--- config.mk ---
export PLATFORM = sky130hd
export DESIGN_NAME = bitonic_merge_pipe
export DESIGN_NICKNAME = d
export VERILOG_FILES = /design/src/rtl/bitonic_merge_pipe.sv
export SDC_FILE = /design/constraint.sdc
export NUM_CORES = 1
export LEC_CHECK = 0
export ABC_AREA = 1
export BUFFER_PORTS_ARGS = -buffer_cell sky130_fd_sc_hd__clkbuf_2
export CAP_MARGIN = 0
export CORE_MARGIN = 2
export CORE_UTILIZATION = 55
export CTS_CLUSTER_DIAMETER = 120
export DETAILED_ROUTE_END_ITERATION = 10
export PLACE_DENSITY = 0.79
export SYNTH_ARGS = -nofsm -noshare
export SYNTH_HDL_FRONTEND = slang
export SYNTH_SLANG_ARGS = --single-unit
export TNS_END_PERCENT = 5
--- constraint.sdc ---
create_clock -name clk -period 13.8 [get_ports clk]
set_input_delay 3.45 -clock clk [delete_from_list [all_inputs] [get_ports clk]]
set_output_delay 3.45 -clock clk [all_outputs]
set_load 0.005 [all_outputs]
--- src/rtl/bitonic_merge_pipe.sv ---
// Streaming bitonic merge network with a per-beat direction bit, a tag that
// travels with each key, configurable register density and a global stall.
module bitonic_merge_pipe #(
    parameter int KEY_BITS  = 8,
    parameter int TAG_BITS  = 4,
    parameter int DEPTH     = 3,
    parameter int REG_EVERY = 1,
    localparam int SIZE     = 1 << DEPTH
) (
    input  logic                     clk,
    input  logic                     rst,
    input  logic                     in_valid,
    output logic                     in_ready,
    input  logic                     in_desc,
    input  logic [SIZE*KEY_BITS-1:0] in_keys,
    input  logic [SIZE*TAG_BITS-1:0] in_tags,
    output logic                     out_valid,
    input  logic                     out_ready,
    output logic                     out_desc,
    output logic [SIZE*KEY_BITS-1:0] out_keys,
    output logic [SIZE*TAG_BITS-1:0] out_tags
);
    typedef logic [SIZE-1:0][KEY_BITS-1:0] kvec_t;
    typedef logic [SIZE-1:0][TAG_BITS-1:0] tvec_t;
    typedef struct packed {
        logic  desc;
        kvec_t keys;
        tvec_t tags;
    } beat_t;

    // stg[s] / vld_pipe[s] is what stage s sees; index DEPTH is the output.
    beat_t [DEPTH:0] stg;
    logic  [DEPTH:0] vld_pipe;
    logic            advance;

    // Global stall: everything moves together unless the head is blocked.
    assign advance   = !vld_pipe[DEPTH] || out_ready;
    assign in_ready  = advance;

    assign stg[0]      = {in_desc, in_keys, in_tags};
    assign vld_pipe[0] = in_valid;

    assign out_valid = vld_pipe[DEPTH];
    assign out_desc  = stg[DEPTH].desc;
    assign out_keys  = stg[DEPTH].keys;
    assign out_tags  = stg[DEPTH].tags;

    for (genvar s = 0; s < DEPTH; s++) begin : g_stg
        localparam int  D      = SIZE >> (s + 1);
        // Register closes every REG_EVERY-th stage and always the last one.
        localparam bit  IS_REG = (((s + 1) % REG_EVERY) == 0) || (s == DEPTH - 1);

        kvec_t cx_k;
        tvec_t cx_t;

        for (genvar p = 0; p < SIZE / 2; p++) begin : g_cx
            // p-th index with bit D clear, paired with its partner at +D
            localparam int I = (p / D) * 2 * D + (p % D);
            bitonic_cx #(
                .KEY_BITS (KEY_BITS),
                .TAG_BITS (TAG_BITS)
            ) u_cx (
                .desc (stg[s].desc),
                .ka   (stg[s].keys[I]),
                .kb   (stg[s].keys[I+D]),
                .ta   (stg[s].tags[I]),
                .tb   (stg[s].tags[I+D]),
                .kr_a (cx_k[I]),
                .kr_b (cx_k[I+D]),
                .tr_a (cx_t[I]),
                .tr_b (cx_t[I+D])
            );
        end

        if (IS_REG) begin : g_reg
            beat_t q;
            logic  v;
            // Pipeline register: clears on reset, loads on advance, else holds.
            always_ff @(posedge clk or posedge rst) begin
                if (rst) begin
                    v <= 1'b0;
                    q <= '0;
                end else if (advance) begin
                    v <= vld_pipe[s];
                    q <= {stg[s].desc, cx_k, cx_t};
                end
            end
            assign stg[s+1]      = q;
            assign vld_pipe[s+1] = v;
        end else begin : g_comb
            assign stg[s+1]      = {stg[s].desc, cx_k, cx_t};
            assign vld_pipe[s+1] = vld_pipe[s];
        end
    end
endmodule

// One compare-exchange: equal keys never swap so tag order on ties is fixed.
module bitonic_cx #(
    parameter int KEY_BITS = 8,
    parameter int TAG_BITS = 4
) (
    input  logic                desc,
    input  logic [KEY_BITS-1:0] ka,
    input  logic [KEY_BITS-1:0] kb,
    input  logic [TAG_BITS-1:0] ta,
    input  logic [TAG_BITS-1:0] tb,
    output logic [KEY_BITS-1:0] kr_a,
    output logic [KEY_BITS-1:0] kr_b,
    output logic [TAG_BITS-1:0] tr_a,
    output logic [TAG_BITS-1:0] tr_b
);
    logic swap;

    assign swap = desc ? (ka < kb) : (ka > kb);
    assign kr_a = swap ? kb : ka;
    assign kr_b = swap ? ka : kb;
    assign tr_a = swap ? tb : ta;
    assign tr_b = swap ? ta : tb;
endmodule

==> results of run 1 <==
state kept, by name, indices dropped and copies added (netlist names):
register and flops:
g_stg.g_reg.q 194, g_stg.g_reg.v 2, out_valid 1, out_tags 32
out_desc 1, out_keys 64
final cells by class:
cell class,instances,share of cell area (%)
clock inverters,16,1.16
repair buffers,205,5.29
inverters,337,6.43
multi-input cells,1794,43.1
clock buffers,41,4.33
well taps,442,2.78
flip-flops and latches,294,36.9
cells in the final DEF (no fill, tap or decap), drive strengths merged:
| cell type | instances |
|---|---|
| clkbuf | 240 |
| nand2 | 1019 |
| nor2 | 37 |
| nand3 | 588 |
| nand4 | 6 |
| a21o | 12 |
| clkinvlp | 4 |
| dfrtp | 294 |
| clkinv | 5 |
| bufinv | 5 |
| ha | 96 |
| inv | 339 |
| o21ai | 5 |
| a21oi | 30 |
| buf | 6 |
| or2 | 1 |
worst max-delay path, stage by stage:
cell and delay, ns:
clkbuf_2 0.10, nor2_4 0.59, inv_8 0.38, clkbuf_2 0.23
metrics by stage:
stage          worst slack (ns)  hold slack [ns]  cell area, um2  utilization [%]  cells
6_report                   5.53            0.479           19900             61.5   3129
5_1_grt                    5.41            0.494           19900             61.5   3129
4_1_cts                    5.52            0.482           19900             61.5   3129
3_5_place_dp               5.53            0.465           18800             58.1   3072
3_3_place_gp               5.57            0.455           18800             58.1   3072
2_1_floorplan              2.23            0.440           18000                -   2561
power groups by stage:
stage          Clock [mW]  Combinational, mW  Sequential (mW)
2_1_floorplan           0               1.90             1.48
3_3_place_gp            0               2.35             1.53
3_5_place_dp            0               2.46             1.54
4_1_cts             0.894               2.48             1.53
5_1_grt             0.931               2.87             1.58
6_report            0.885               2.50             1.53
per-layer routing:
| metal | track usage [%] | wire length [um] | up-vias |
|---|---|---|---|
| li1 | - | - | 8266 |
| met3 | 3.38 | 3410 | 80 |
| met4 | 7.75 | 1180 | 0 |
| met2 | 44.4 | 21300 | 623 |
| met5 | 0 | 0 | - |
| met1 | 41.1 | 21400 | 7872 |
worst paths after layout:
kind                               from              endpoint  cells after the start
min in group asynchronous           rst  g_stg[0].g_reg.q[52]                      2
max                           out_ready              in_ready                      4
max in group asynchronous           rst  g_stg[0].g_reg.q[76]                      4
max reg2reg                   out_valid   g_stg[0].g_reg.q[7]                      6
min reg2reg                out_keys[50]          out_keys[50]                      2
min                        out_keys[50]          out_keys[50]                      2
cell families (layout without fill, tap and decap cells):
family          Yosys count  count (layout)  synth area share (%)
buf+inv                 473             599                  11.4
compound gates           47              47                  1.48
flops                   294             294                  40.9
fa+ha+maj                96              96                  6.68
simple gates           1651            1651                  39.6
==> impl_metrics.toml, run 1 <==
[worst_setup_path]
critPathArrivalTime_ns = 4.82
ff2ff_setup_slack_ns = 11.13
critical_path_class = "primary input to output port"
timing.critical_path.required_ns = 10.35
critical_path.startpoint_type = "primary input"
crit_fanout = 130
endpoint_kind = "output port"

[placement]
place_hpwl_um = 34500
number_of_buffer_cells_added_on_primary_ports = 199
finalWeightedCongestion = 0.900

[finish]
nets = 2860
antenna_cells_inserted = 0
layout.area.seq_mm2 = 0.00736
layout.filler_cells = 2986
final_layout_size_suffix_gt1_share_pct = 11.5
areaGrowthSynthToFinish_pct = 10.8
multiInputGateArea_mm2 = 0.00858

[grt]
maximum_number_of_pins_on_one_net_before_global_route_repair = 269
grt.overflow.total = 0
global_route.usage.total_pct = 28.1
wire_length_of_the_first_global_routing_pass_um = 77300
antenna_found_initial = 0
grt_pass1_vias = 15300

[timing]
max_freq_mhz = 121
post-route-min-period_ns = 8.27
report.final.hold_viol_count = 0
report.final.slew_viol_count = 0
timing.slew.headroom_pct = 18.6
finClkSkew_ns = 0.0268
tightestPinTransition_ns = 1.22
grt_setup_unrepaired = "no"
setup_viol = 0
totalNegativeSetupSlack_ns = 0
final.period_utilization_pct = 60.0

[detailed_routing]
initialDrtViolationCount = 1622
vias_per_cell = 5.38
drt-pass1-iter-count = 6
via_count = 16800
ant_nets = 0
routed_wl_um = 47300
routed_wire_length_per_instance_um = 15.1
detail_route.drc_violations = 0

[logic_synthesis]
synth-edff-count = 0
ys.warnings.count = 0
synth_top_cells_by_area = "dfrtp_1, nand2_1, nand3_1, inv_1, ha_1"
synth.net_count = 2758
synth.most_common_cell = "nand2_1"
synth_commonest_cells = "nand2_1, nand3_1, inv_1"
synth_largest_type_area_fraction_pct = 40.9
number_of_synthesized_register_bits = 294
yosysSeqAreaShare_pct = 40.9
mappedNetlistArea_mm2 = 0.0180
postSynth.asyncResetShare_pct = 100
netlist.top_cell.by_area = "dfrtp_1"
synth_ff_type = "dfrtp_1"
synth.distinct_cells = 22
post_synthesis_area_per_instance_um2 = 7.02
synthesis.instances = 2561

[pwr]
power.share.clock_pct = 18.0
total_switching_power_mw = 2.28
sequentialPowerShare_pct = 31.2
p_total_mw = 4.91
comb_power_share_pct = 50.8
vdd_drop_max_uv = 180
total_leakage_power_nw = 11.6
p_per_area_mw_per_mm2 = 247
switching_share_pct = 46.4
power.internal_mw = 2.63

[clocking]
post_cts_setup_buffers = 0
max_clock_buf_depth = 3
worst_skew_pair.late_latency_ns = 0.58
cts_tree = "yes"
holdBufCountCts = 0
clk_pin_slew_worst_paths_ns = 0.06
cts_sinks = 294
clock-root-buffer = "clkbuf_16"
ctsHtreeMaxLevel = 1
number_of_cts_inserted_buffers = 31
post_cts_resize_count = 0

[hold_path]
hp-class = "flop to flop"

[floorplanning]
core_area_mm2 = 0.0324
initial_utilization_pct = 55.5
fp-row-count = 66
die_width_um = 185
io_pins = 200
fp.dieArea_mm2 = 0.0342
vertical_extent_of_the_die_um = 185

[run_status]
result_of_the_run = "finished, final reports clean"

[flow_run]
drv.max_cap_violation_count = 0
Note: power is estimated with default switching activity, not from simulation.
==> inputs of run 2 (changes only) <==
--- a/config.mk
+++ b/config.mk
@@ -5,7 +5,7 @@
 export SDC_FILE = /design/constraint.sdc
 export NUM_CORES = 1
 export LEC_CHECK = 0
-export ABC_AREA = 1
+export ABC_AREA = 0
 export BUFFER_PORTS_ARGS = -buffer_cell sky130_fd_sc_hd__clkbuf_2
 export CAP_MARGIN = 0
 export CORE_MARGIN = 2
==> constraint.sdc (replaced) <==
create_clock -name clk -period 8.2 [get_ports clk]
set_input_delay 2.05 -clock clk [delete_from_list [all_inputs] [get_ports clk]]
set_output_delay 2.05 -clock clk [all_outputs]
set_load 0.005 [all_outputs]
==> run 2 against run 1 <==
  * Clock power up 62%
  * Die area up 1.4%
  * Total power up 71%
  * Non-clock buffer count up 16
  * First-iteration DRC count down 4.6%
  * Cell count down 18%
  * Global-route usage up 1.5 points
  * Synthesized area up 1.5%
  * Via count down 6.3%
  * Register-to-register slack worse by 6.7 ns
  * Critical path type unchanged
  * Critical endpoint unchanged
  * Largest cell class unchanged
  * Largest power group unchanged
==> impl_metrics.toml, run 2 <==
[clocking]
worst_skew_pair.late_latency_ns = 0.58
holdBufCountCts = 0
post_cts_setup_buffers = 0
ctsHtreeMaxLevel = 1
clk_pin_slew_worst_paths_ns = 0.06
max_clock_buf_depth = 3
clock-root-buffer = "clkbuf_16"
cts_sinks = 294
number_of_cts_inserted_buffers = 31
post_cts_resize_count = 0
cts_tree = "yes"

[timing]
final.period_utilization_pct = 68.2
timing.slew.headroom_pct = 19.2
finClkSkew_ns = 0.0295
report.final.hold_viol_count = 0
setup_ws_ns = 2.61
setup_viol = 0
grt_setup_unrepaired = "no"
fin_worst_hold_slack_ns = 0.465
post-route-min-period_ns = 5.59
totalNegativeSetupSlack_ns = 0
report.final.slew_viol_count = 0
max_freq_mhz = 179
tightestPinTransition_ns = 1.21

[worst_setup_path]
worst_r2r_startpoint = "out_valid"
worstSetupStartpoint = "out_ready"
critical_path_class = "primary input to output port"
worst_path_max_delay_cell = "buf_4"
worst_path_largest_cell_delay_ns = 0.62
timing.critical_path.required_ns = 6.15
cp_cell_sequence = "clkbuf_2 > nor2b_4 > buf_4 > inv_4 > clkbuf_2"
path_common_cell = "clkbuf_2"
crit_fanout = 86
endpoint_kind = "output port"
critical_path.startpoint_type = "primary input"
critPathArrivalTime_ns = 3.54

[logic_synthesis]
post_synthesis_area_per_instance_um2 = 9.27
yosysSeqAreaShare_pct = 40.3
synth.distinct_cells = 33
postSynth.asyncResetShare_pct = 100
synth_ff_type = "dfrtp_1"
post_synth_mux_area_share_pct = 15.8
synth.net_count = 2164
synth_commonest_cells = "a21oi_1, dfrtp_1, mux2i_1"
ys.warnings.count = 0
synthesis.instances = 1967
synth.most_common_cell = "a21oi_1"
mappedNetlistArea_mm2 = 0.0182
synth_compound_area_share_pct = 20.9
synth_largest_type_area_fraction_pct = 40.3
netlist.top_cell.by_area = "dfrtp_1"
synth-edff-count = 0
adder_cell_share_of_the_synthesized_area_pct = 6.59
synth_top_cells_by_area = "dfrtp_1, a21oi_1, mux2i_1, and2_1, ha_1"
synth_simple_gate_area_share_pct = 11.2
synth_xor_area_share_pct = 0
synth_top_family_by_area = "compound AO/OA/AOI/OAI gates"
number_of_synthesized_register_bits = 294

[detailed_routing]
drt-pass1-iter-count = 6
vias_per_cell = 6.16
detail_route.drc_violations = 0
via_count = 15800
ant_nets = 0
initialDrtViolationCount = 1548
routed_wl_um = 51500
routed_wire_length_per_instance_um = 20.1

[finish]
layout.filler_cells = 2596
layout_commonest_cell = "a21oi_1"
largest_register_ff_count = 194
areaGrowthSynthToFinish_pct = 12.1
antenna_cells_inserted = 0
final_layout_size_suffix_gt1_share_pct = 14.6
layout.area.seq_mm2 = 0.00736
utilization_pct = 62.7
regMostFlops = "g_stg.g_reg.q"
most-common-layout-cells = "a21oi_1, dfrtp_1, mux2i_1, clkbuf_2, and2_1"
multiInputGateArea_mm2 = 0.00996
finalInstanceArea_mm2 = 0.0205
nets = 2293

[placement]
dpl_worst_slack_ns = 2.61
finalWeightedCongestion = 0.904
place_hpwl_um = 37900
placed_cell_area_mm2 = 0.0194
number_of_buffer_cells_added_on_primary_ports = 199

[floorplanning]
io_pins = 200
fp.dieArea_mm2 = 0.0346
fp-row-count = 66
die_width_um = 186
initial_utilization_pct = 55.9
vertical_extent_of_the_die_um = 186
core_area_mm2 = 0.0326

[pwr]
vdd_drop_max_uv = 216
total_leakage_power_nw = 9.91
p_per_area_mw_per_mm2 = 411

[hold_path]
min_from = "g_stg[1].g_reg.v"
hp-class = "flop to flop"

[grt]
antenna_found_initial = 0
wire_length_of_the_first_global_routing_pass_um = 80800
global_route.usage.total_pct = 29.6
maximum_number_of_pins_on_one_net_before_global_route_repair = 256
grt_pass1_vias = 15200
grt.overflow.total = 0

[flow_run]
drv.max_cap_violation_count = 0

[run_status]
result_of_the_run = "finished, final reports clean"
-- run 2: worst paths after layout --
check,slack [ns],endpoint,depth (start not counted)
max,2.61,in_ready,5
min,0.47,g_stg[1].g_reg.v,2
max reg2reg,4.47,g_stg[0].g_reg.q[33],7
min reg2reg,0.47,g_stg[1].g_reg.v,2
max in group asynchronous,5.36,g_stg[0].g_reg.q[96],3
min in group asynchronous,1.48,g_stg[1].g_reg.q[69],2
-- run 2: logic make-up after synthesis --
group / Yosys count
flops: 294
fa+ha+maj: 96
simple gates: 375
buf+inv: 225
mux: 288
compound gates: 689
-- run 2: where the power goes --
group / leakage [nW] / switching [mW] / total [mW] / internal (mW)
logic: 5.81 / 2.43 / 4.21 / 1.79
clock network: 0.512 / 0.592 / 1.43 / 0.836
registers: 3.59 / 0.656 / 2.76 / 2.11
total: 9.91 / 3.68 / 8.41 / 4.73
-- run 2: metal layers --
metal | routed length (um) | global-route usage [%] | up-vias | part of all wire, %
met5 | 0 | 0 | - | 0
met3 | 4420 | 4.56 | 124 | 8.6
li1 | - | - | 7279 | -
met4 | 2060 | 11.7 | 0 | 4.0
met2 | 22900 | 45.4 | 714 | 45
met1 | 22100 | 42.3 | 7658 | 43
-- run 2: cell type report --
| cell class | instances | area share [%] |
|---|---|---|
| multi-input combinational | 1448 | 48.7 |
| sequential | 294 | 36.0 |
| timing repair buffer | 221 | 5.74 |
| clock buffer | 46 | 4.51 |
| tap | 442 | 2.70 |
| inverter | 100 | 1.87 |
| clock inverter | 9 | 0.514 |
-- run 2: per-stage QoR --
step / instances / power (mW)
global route: 2560 / 8.96
CTS: 2560 / 8.36
finish: 2560 / 8.41
detailed placement: 2505 / 6.91
floorplan: 1967 / 5.61
global placement: 2505 / 6.63
-- run 2: worst max-delay path: cells and delay by family --
kind / cells / cell delay [ns]
AND/OR/NAND/NOR: 1 / 0.09
buffers and inverters: 4 / 1.39
